File: src/rtl/st7920_serial_rx.sv
// ST7920 3-wire serial receiver: oversamples E/RW in the sys_clk domain, hunts the
// five-one sync and deframes each 24-bit frame into a {rw, rs, data} command.
module st7920_serial_rx #(
    parameter int SAMPLE_EDGE    = 0,
    parameter int TIMEOUT_CYCLES = 8192
) (
    input  logic        sys_clk,
    input  logic        sys_rst_n,
    input  logic        lcd_clk,
    input  logic        lcd_data,
    output logic        cmd_valid,
    output logic        cmd_rw,
    output logic        cmd_rs,
    output logic [7:0]  cmd_data,
    output logic        frame_err,
    output logic        busy,
    output logic [15:0] cmd_count
);
    localparam int TW = $clog2(TIMEOUT_CYCLES + 1);

    typedef enum logic [1:0] {HUNT, HDR, HI, LO} state_t;

    typedef struct packed {
        logic       rw;
        logic       rs;
        logic [7:0] data;
    } cmd_t;

    logic          clk_s1, clk_s2, clk_prev;
    logic          dat_s1, dat_s2;
    logic          samp;
    state_t        state;
    logic [2:0]    ones;
    logic [2:0]    bit_cnt;
    logic [TW-1:0] to_cnt;
    cmd_t          fr;
    cmd_t          cmd_q;

    always_ff @(posedge sys_clk or negedge sys_rst_n) begin
        if (!sys_rst_n) begin
            clk_s1   <= 1'b0;
            clk_s2   <= 1'b0;
            clk_prev <= 1'b0;
            dat_s1   <= 1'b0;
            dat_s2   <= 1'b0;
        end else begin
            clk_s1   <= lcd_clk;
            clk_s2   <= clk_s1;
            clk_prev <= clk_s2;
            dat_s1   <= lcd_data;
            dat_s2   <= dat_s1;
        end
    end

    // Data and clock share sync depth, so dat_s2 is the bit that belongs to this edge.
    assign samp = (SAMPLE_EDGE != 0) ? (clk_s2 & ~clk_prev) : (~clk_s2 & clk_prev);

    always_ff @(posedge sys_clk or negedge sys_rst_n) begin
        if (!sys_rst_n) begin
            state     <= HUNT;
            ones      <= '0;
            bit_cnt   <= '0;
            to_cnt    <= '0;
            fr        <= '0;
            cmd_q     <= '0;
            cmd_valid <= 1'b0;
            frame_err <= 1'b0;
            cmd_count <= '0;
        end else begin
            cmd_valid <= 1'b0;
            frame_err <= 1'b0;
            if (state == HUNT) begin
                to_cnt <= '0;
                if (samp) begin
                    if (!dat_s2) begin
                        ones <= '0;
                    end else if (ones == 3'd4) begin
                        ones    <= '0;
                        bit_cnt <= '0;
                        state   <= HDR;
                    end else begin
                        ones <= ones + 3'd1;
                    end
                end
            end else if (samp) begin
                to_cnt  <= '0;
                bit_cnt <= bit_cnt + 3'd1;
                case (state)
                    HDR: begin
                        if (bit_cnt == 3'd0) begin
                            fr.rw <= dat_s2;
                        end else if (bit_cnt == 3'd1) begin
                            fr.rs <= dat_s2;
                        end else if (dat_s2) begin
                            frame_err <= 1'b1;
                            state     <= HUNT;
                        end else begin
                            bit_cnt <= '0;
                            state   <= HI;
                        end
                    end
                    HI, LO: begin
                        // First half of each nibble slot is data, second half must be zero.
                        if (!bit_cnt[2]) begin
                            if (state == HI) fr.data[7:4] <= {fr.data[6:4], dat_s2};
                            else             fr.data[3:0] <= {fr.data[2:0], dat_s2};
                        end else if (dat_s2) begin
                            frame_err <= 1'b1;
                            state     <= HUNT;
                        end else if (bit_cnt == 3'd7) begin
                            if (state == HI) begin
                                state <= LO;
                            end else begin
                                cmd_q     <= fr;
                                cmd_valid <= 1'b1;
                                cmd_count <= cmd_count + 16'd1;
                                state     <= HUNT;
                            end
                        end
                    end
                    default: state <= HUNT;
                endcase
            end else if (to_cnt == TW'(TIMEOUT_CYCLES - 1)) begin
                frame_err <= 1'b1;
                state     <= HUNT;
                ones      <= '0;
            end else begin
                to_cnt <= to_cnt + 1'b1;
            end
        end
    end

    assign cmd_rw   = cmd_q.rw;
    assign cmd_rs   = cmd_q.rs;
    assign cmd_data = cmd_q.data;
    assign busy     = (state != HUNT);

endmodule

File: config.mk
export PLATFORM = sky130hd
export DESIGN_NAME = st7920_serial_rx
export DESIGN_NICKNAME = d
export VERILOG_FILES = /design/src/rtl/st7920_serial_rx.sv
export SDC_FILE = /design/constraint.sdc
export NUM_CORES = 1
export LEC_CHECK = 0
export ABC_CLOCK_PERIOD_IN_PS = 3700
export CORE_ASPECT_RATIO = 1.25
export CORE_MARGIN = 1.5
export CORE_UTILIZATION = 24
export CTS_CLUSTER_DIAMETER = 30
export DETAILED_ROUTE_END_ITERATION = 12
export SLEW_MARGIN = 10
export SYNTH_ARGS = -nofsm -noshare
export SYNTH_HDL_FRONTEND = slang
export SYNTH_SLANG_ARGS = --single-unit
File: constraint.sdc
create_clock -name sys_clk -period 3.7 [get_ports sys_clk]
set_input_delay 0.74 -clock sys_clk [delete_from_list [all_inputs] [get_ports sys_clk]]
set_output_delay 0.74 -clock sys_clk [all_outputs]
set_load 0.01 [all_outputs]
## Word-level counts from Yosys, hierarchy flattened

Cells that the tools add are included.

- Register bits after elaboration: 65
- Input bits: 4
- Output and inout port bits: 29

- $add $sub $neg: 4
- Eq/ne operators: 16
- Muxes and demuxes: 47
- Bitwise operators: 7
- Reduce and logical (&&, ||, !) cells: 13

Operators by type and width:

| cell | count |
|---|---|
| 3-bit two-way mux | 15 |
| 14-bit two-way mux | 3 |
| 2-bit two-way mux | 13 |
| 16-bit by 1-bit adder with 16-bit output (second input constant) | 1 |
| 5-bit AND reduction | 3 |
| 14-bit by 1-bit adder with 14-bit output (second input constant) | 1 |
| 14-bit by 13-bit equality test with 1-bit output (second input constant) | 1 |
| 1-bit two-way mux | 14 |
| 4-bit inequality test (second input constant) | 3 |
| 8-bit AND reduction | 1 |
| 7-bit AND reduction | 1 |
| 3-bit by 1-bit adder with 3-bit output (second input constant) | 2 |
| 3-bit equality test (second input constant) | 2 |
| 1-bit inverter | 6 |
| 3-bit AND reduction | 2 |
| 5-bit inequality test (second input constant) | 1 |
| 2-bit equality test (second input constant) | 2 |
| 2-bit by 1-bit inequality test with 1-bit output (second input constant) | 2 |
| 2-bit inequality test (second input constant) | 2 |
| 2-bit one-hot mux with 2 select lines | 1 |
| 4-bit AND reduction | 1 |
| 2-bit nonzero test | 2 |
| 3-bit by 1-bit equality test with 1-bit output (second input constant) | 1 |
| 3-bit zero test | 1 |
| other kinds (6) | 6 |

## Logic depth before layout (Yosys ltp)

Gate-level depths: netlist (run 1).

- Depth after elaboration: 8
- Mapped depth: 8
- Depth with buffers taken out: 7

## Least setup slack after synthesis (run 1)

OpenSTA, ideal clock, no wires.

- Kind: register to register
- Start: reg bit_cnt[0]
- End: reg cmd_q, in the netlist cmd_data[1]
- Setup time: 125 ps
- Arrival: 1,680 ps
- Required time: 3,575 ps
- Setup slack: 1,895 ps
- Stages on the path, launching flop included: 8
- Buffers on the path: 2
- Cells stage by stage: dfrtp_1 ha_1 ha_1 nor2b_1 and2_1 buf_2 buf_4 mux2_2

- Longest elaborated chain between the ends: 2

Ends and longest elaborated chain:

| what | line | text |
|---|---|---|
| start: declaration | 34 | `logic [2:0] bit_cnt;` |
| start signal: assignment | 87 | `bit_cnt <= bit_cnt + 3'd1;` |
| 3-bit equality test | 110 | `end else if (bit_cnt == 3'd7) begin` |
| 7-bit AND reduction (no line) | - |  |
| end signal: assignment | 114 | `cmd_q <= fr;` |
| end: declaration | 37 | `cmd_t cmd_q;` |

Every way passes these cells.
A chain may end at the register's enable or synchronous reset.

## Worst setup path in the final report (run 1)

- Start: reg state[1]
- End: out busy

- Longest elaborated chain between the ends: 1

Ends and longest elaborated chain:

| what | line | text |
|---|---|---|
| start: declaration | 32 | `state_t state;` |
| start signal: assignment | 60 | `state <= HUNT;` |
| start signal: assignment | 80 | `state <= HDR;` |
| start signal: assignment | 96 | `state <= HUNT;` |
| 2-bit nonzero test | 136 | `assign busy = (state != HUNT);` |
| end: declaration | 16 | `output logic busy,` |

Every way passes these cells.

==> results.sh, run 1 <==
export IMPL_start_util=0.245
export IMPL_fmax_ghz=0.418
export IMPL_clk_pin_slew_ns=0.05
export IMPL_multi_input_area_mm2=0.00137
export IMPL_slew_viol_final=0
export IMPL_antennaDiodeCount=0
export IMPL_synth_area_mm2=0.00309
export IMPL_finalHoldViolCount=0
export IMPL_h_tree_depth=3
export IMPL_fillCellCount=1265
export IMPL_cp_slowest_cell="clkdlybuf4s50_1"
export IMPL_pwr_density_cell_mw_per_mm2=530
export IMPL_end_kind="output port"
export IMPL_cts_inserted_buffers=9
export IMPL_power_frac_comb=0.172
export IMPL_async_flop_share=1.00
export IMPL_ctsHoldBuffers=0
export IMPL_synth_top_cell_area_share=0.527
export IMPL_setup_tns_final_ns=0
export IMPL_syn2layout_area_growth_pct=25.2
export IMPL_worstMarginPinSlew_ns=0.714
export IMPL_status="completed"
export IMPL_pre_cts_ws_ns=1.56
export IMPL_p_total_mw=2.05
export IMPL_drive_above_1_share=0.133
export IMPL_finClkSkew_ns=0.00652
export IMPL_worstPathArrival_ns=1.65
export IMPL_dieArea_mm2=0.0136
export IMPL_cts_tree="done"
export IMPL_fp_dieW_um=104
export IMPL_synth_fp_nets=288
export IMPL_final_nets=323
export IMPL_io_buffers=32
export IMPL_postSynthAreaPerCell_um2=11.2
export IMPL_grt_pass1_vias=2354
export IMPL_start_kind="flip-flop"
export IMPL_regArea_mm2=0.00163
export IMPL_grt_max_degree=25
export IMPL_core_mm2=0.0126
export IMPL_synth_enable_flop_cells=0
export IMPL_yosysWarnings=0
export IMPL_post_route_min_period_ns=2.39
export IMPL_postSynthCellCount=275
export IMPL_slowest_delay_ns=0.58
export IMPL_overflow=0
export IMPL_rsz0062_at_grt="no"
export IMPL_placed_area_mm2=0.00357
export IMPL_path_cells="nor2_1 -> inv_2 -> clkdlybuf4s50_1"
export IMPL_firstDrtPassIters=4
export IMPL_die_y_um=130
export IMPL_p_switching_uw=565
export IMPL_place_hpwl_mm=4.47
export IMPL_cts_resized=0
export IMPL_cp_max_fo=9
export IMPL_drc=0
export IMPL_ioPinCount=33
export IMPL_rows=46
export IMPL_whs_ns=0.348
export IMPL_viasPerCell=4.59
export IMPL_setup_slack_ns=1.31
export IMPL_post_drt_wl_per_cell_um=12.5
export IMPL_fin_crit_sh=0.646
export IMPL_clockBufferDepth=2
export IMPL_totalWireLength_mm=6.03
export IMPL_insertion_delay_ns=0.32
export IMPL_crit_type="reg -> out"
export IMPL_final_area_mm2=0.00386
export IMPL_drt_iter0_markers=108
export IMPL_ant_nets=0
export IMPL_p_leak_nw=1.71
export IMPL_antenna_found_initial=0
export IMPL_p_int_mw=1.48
export IMPL_synthTopCellsByArea="dfrtp_1, mux2_2, ha_1"
export IMPL_critPathRequiredTime_ns=2.96
export IMPL_grt_use_total=0.101
export IMPL_power_frac_clock=0.401
export IMPL_synth_largest_area_cell="dfrtp_1"
export IMPL_maxCapViolCount=0
export IMPL_irDropWorstVdd_mv=0.204
export IMPL_clock_sinks=65
export IMPL_clock_tree_root_cell="clkbuf_16"
export IMPL_post_cts_setup_buffers=0
export IMPL_synth_distinct_cells=57
export IMPL_setup_viol=0
export IMPL_num_vias=2216
export IMPL_hp_class="reg -> reg"
export IMPL_ys_flop_type="dfrtp_1"
export IMPL_relSlewSlack=0.521
export IMPL_grt_pass1_wl_mm=11.1
export IMPL_gp_congestion=0.772
export IMPL_p_sw_frac=0.276
export IMPL_synth_seq_area_share=0.527
export IMPL_p_seq_frac=0.427
export IMPL_synth_seq_cells=65
==> final timing paths <==
check | from | to | slack [ns] | cells after the start
setup / recovery | state[1] | busy | 1.31 | 3
hold / removal | dat_s1 | dat_s2 | 0.35 | 0
setup reg to reg | bit_cnt[0] | cmd_rs | 1.61 | 5
hold reg to reg | dat_s1 | dat_s2 | 0.35 | 0
max in group asynchronous | sys_rst_n | to_cnt[12] | 2.64 | 2
min in group asynchronous | sys_rst_n | fr[5] | 0.37 | 1
==> cell families (layout without fill, tap and decap cells) <==
logic type,count (synthesis),count (layout),synth area share
muxes,22,22,0.0798
buffers and inverters,21,61,0.0308
DFF,65,65,0.527
AOI/OAI and AO/OA,41,41,0.0924
adders and majority gates,9,9,0.0365
xor gates and xnor gates,16,16,0.0454
and+or+nand+nor,101,101,0.188
==> Yosys cell counts (all sizes together) (2+ instances only) <==
cell	n
and2	2
nand2	19
or4b	2
nor3	11
nand4	6
nand2b	4
a31o	2
clkbuf	4
inv	11
o21ai	8
dfrtp	65
o21a	4
xnor2	7
o311ai	2
nor2b	4
and3	6
and4	3
buf	6
or3	3
nor2	18
a21oi	9
nor4	3
nand3	11
o41ai	2
nor3b	2
xor2	9
a32o	2
or4	2
mux2	21
ha	9
==> routing by layer <==
metal / part of all wire / GRT usage
met5: 0 / 0
met4: 0.024 / 0.0490
met1: 0.43 / 0.116
met2: 0.49 / 0.171
met3: 0.047 / 0.0335
==> registers in the layout, summed over array words and instances, names as in the netlist <==
name / flops
cmd_count: 16
clk_s2: 1
frame_err: 1
ones: 3
dat_s1: 1
cmd_rs: 1
cmd_rw: 1
state: 2
cmd_data: 8
to_cnt: 14
clk_s1: 1
dat_s2: 1
bit_cnt: 3
cmd_valid: 1
fr: 10
clk_prev: 1
==> power groups by stage <==
stage          combinational, mW  clock, mW  sequential, mW
3_5_place_dp               0.355          0           0.886
3_3_place_gp               0.346          0           0.878
6_report                   0.351      0.822           0.874
4_1_cts                    0.358      0.842           0.874
5_1_grt                    0.407      0.881           0.889
2_1_floorplan              0.283          0           0.848
==> cells in the final DEF, fill, tap and decap left out, drive strengths merged, types with 3 or more instances in the layout <==
cell           Yosys  final
nor2              18     18
nor3              11     11
xor2               9      9
o21ai              8      8
ha                 9      9
and4               3      3
and3               6      6
nor2b              4      4
o21a               4      4
dfrtp             65     65
xnor2              7      7
mux2              21     21
nand4              6      6
a21oi              9      9
clkbuf             4     13
nand2             19     19
clkdlybuf4s50      0     31
or3                3      3
nand2b             4      4
buf                6      3
inv               11     11
nand3             11     11
nor4               3      3
==> stage by stage <==
stage / util / cells
final: 0.307 / 483
after global routing: 0.307 / 483
after CTS: 0.307 / 483
after detailed placement: 0.284 / 467
after global placement: 0.284 / 467
after floorplan: - / 275
==> cell type report <==
cell class,count,area share
clock buffers,13,0.0647
clock inverters,3,0.0104
inverters,11,0.0107
multi-input cells,189,0.354
flip-flops and latches,65,0.421
well taps,168,0.0544
repair buffers,34,0.0855
==> critical path: cells and delay by family (launching register included) <==
kind,cells,cell delay [ns]
flip-flops,1,0.48
buffers and inverters,2,0.72
AND/OR/NAND/NOR,1,0.13
Note: power is estimated with default switching activity, not from simulation.
==> inputs of run 2 (changes only) <==
- ABC_CLOCK_PERIOD_IN_PS: 3700 -> 2400
- clock period: 3.7 -> 2.4 ns (I/O delays scaled with it)
==> run 2 against run 1 <==
- non-clock buffer count is 2 higher
- die area stayed put
- combinational power is 56% higher
- sequential power is 54% higher
- cell count is 0.21% higher
- clock-buffer cell count is 1 lower
- clock skew is 0.0032 ns lower
- largest cell class unchanged
==> results.sh, run 2 (synthesis results as in run 1) <==
export IMPL_status="completed"
export IMPL_crit_end="busy"
export IMPL_worstRegToRegCells=6
export IMPL_slew_viol_final=0
export IMPL_io_buffers=32
export IMPL_critPathLaunch="state[1]"
export IMPL_worstPathArrival_ns=1.66
export IMPL_clockBufferDepth=2
export IMPL_post_drt_wl_per_cell_um=12.4
export IMPL_die_y_um=130
export IMPL_finClkSkew_ns=0.00328
export IMPL_cts_tree="done"
export IMPL_totalWireLength_mm=6.02
export IMPL_clock_tree_root_cell="clkbuf_16"
export IMPL_worstMarginPinSlew_ns=0.620
export IMPL_grt_max_degree=40
export IMPL_fmax_ghz=0.467
export IMPL_ant_nets=0
export IMPL_place_hpwl_mm=4.37
export IMPL_final_area_mm2=0.00391
export IMPL_reg2reg_from="bit_cnt[0]"
export IMPL_h_tree_depth=3
export IMPL_post_cts_setup_buffers=0
export IMPL_firstDrtPassIters=4
export IMPL_fp_dieW_um=104
export IMPL_hp_class="in -> async"
export IMPL_p_leak_nw=1.74
export IMPL_rows=46
export IMPL_setup_tns_final_ns=0
export IMPL_insertion_delay_ns=0.32
export IMPL_r2r_end="cmd_data[7]"
export IMPL_r2r_setup_slack_ns=0.53
export IMPL_gp_congestion=0.777
export IMPL_reg_top3="cmd_count (16), to_cnt (14), fr (10)"
export IMPL_setup_viol=0
export IMPL_largest_register="cmd_count"
export IMPL_end_kind="output port"
export IMPL_ioPinCount=33
export IMPL_placed_area_mm2=0.00360
export IMPL_antenna_found_initial=0
export IMPL_irDropWorstVdd_mv=0.294
export IMPL_antennaDiodeCount=0
export IMPL_core_mm2=0.0126
export IMPL_finalHoldViolCount=0
export IMPL_grt_use_total=0.0958
export IMPL_stdcell_count=484
export IMPL_largest_register_ffs=16
export IMPL_pwr_density_cell_mw_per_mm2=831
export IMPL_relSlewSlack=0.587
export IMPL_cts_resized=0
export IMPL_clock_sinks=65
export IMPL_num_vias=2210
export IMPL_drc=0
export IMPL_start_kind="flip-flop"
export IMPL_start_util=0.245
export IMPL_critPathRequiredTime_ns=1.92
export IMPL_maxCapViolCount=0
export IMPL_rsz0062_at_grt="no"
export IMPL_mostFrequentLayoutCell="dfrtp_1"
export IMPL_drt_iter0_markers=114
export IMPL_post_route_min_period_ns=2.14
export IMPL_post_place_cells=469
export IMPL_cts_inserted_buffers=9
export IMPL_grt_pass1_vias=2206
export IMPL_cp_max_fo=9
export IMPL_dieArea_mm2=0.0136
export IMPL_mostFrequentLayoutCells="dfrtp_1, clkdlybuf4s50_1, nand2_1, mux2_2, nor2_1"
export IMPL_crit_type="reg -> out"
export IMPL_viasPerCell=4.57
export IMPL_ctsHoldBuffers=0
export IMPL_grt_pass1_wl_mm=10.5
export IMPL_fin_crit_sh=0.892
export IMPL_overflow=0
export IMPL_final_nets=325
export IMPL_clk_pin_slew_ns=0.05
export IMPL_drive_above_1_share=0.139
export IMPL_syn2layout_area_growth_pct=26.7
==> run 2: changes by cell type in the layout (fill, tap and decap cells not counted) <==
| cell | before | now |
|---|---|---|
| buf_12 | 0 | 1 |
| clkinv_2 | 2 | 1 |
| buf_4 | 2 | 3 |
| bufinv_16 | 1 | 2 |
| clkbuf_1 | 3 | 2 |
==> run 2: worst min-delay path by stage <==
stage | cells past startpoint | endpoint | startpoint | slack, ns
finish | 1 | cmd_count[13] | sys_rst_n | 0.17
global route | 1 | cmd_count[3] | sys_rst_n | 0.22
CTS | 1 | cmd_count[13] | sys_rst_n | 0.19
detailed placement | 0 | dat_s2 | dat_s1 | 0.34
global placement | 0 | dat_s2 | dat_s1 | 0.34
floorplan | 0 | bit_cnt[0] | sys_rst_n | 0.18
==> run 2: report_power, final <==
part	switching [mW]	internal (mW)
Clock	0.429	0.929
Sequential	0.129	1.22
Combinational	0.299	0.248
==> run 2: area by class of cell <==
cell class | count | area, µm²
well taps | 168 | 210
multi-input cells | 189 | 1370
clock buffers | 12 | 246
inverters | 11 | 41.3
fillers | 1248 | 8690
clock inverters | 3 | 65.1
repair buffers | 36 | 358
flip-flops and latches | 65 | 1630
==> run 2: worst max-delay path, cell delays in order, from the launching register on <==
cell and delay (ns):
dfrtp_1 0.46, nor2_1 0.24, inv_2 0.13, clkdlybuf4s50_1 0.51
==> run 2: stage by stage <==
stage | util | setup WS [ns] | total power [mW] | hold WS [ns]
final | 0.311 | 0.260 | 3.25 | 0.174
after global routing | 0.311 | 0.150 | 3.44 | 0.221
after global placement | 0.286 | 0.597 | 1.90 | 0.341
after floorplan | - | 0.595 | 1.74 | 0.184
after CTS | 0.311 | 0.236 | 3.30 | 0.186
after detailed placement | 0.286 | 0.541 | 1.92 | 0.340
==> run 2: metal layers <==
metal	GRT usage	up-vias	share of wire	wire length, µm
li1	-	1064	-	-
met1	0.115	1100	0.45	2710
met2	0.159	42	0.50	3030
met3	0.0310	4	0.041	246
met4	0.0400	0	0.0068	41
met5	0	-	0	0
==> inputs of run 3 (changes only) <==
- CAP_MARGIN: default -> 0
- SKIP_LAST_GASP: default -> 1
==> results of run 3 <==
No change in the layout: final DEF, timing and power equal those of run 2.
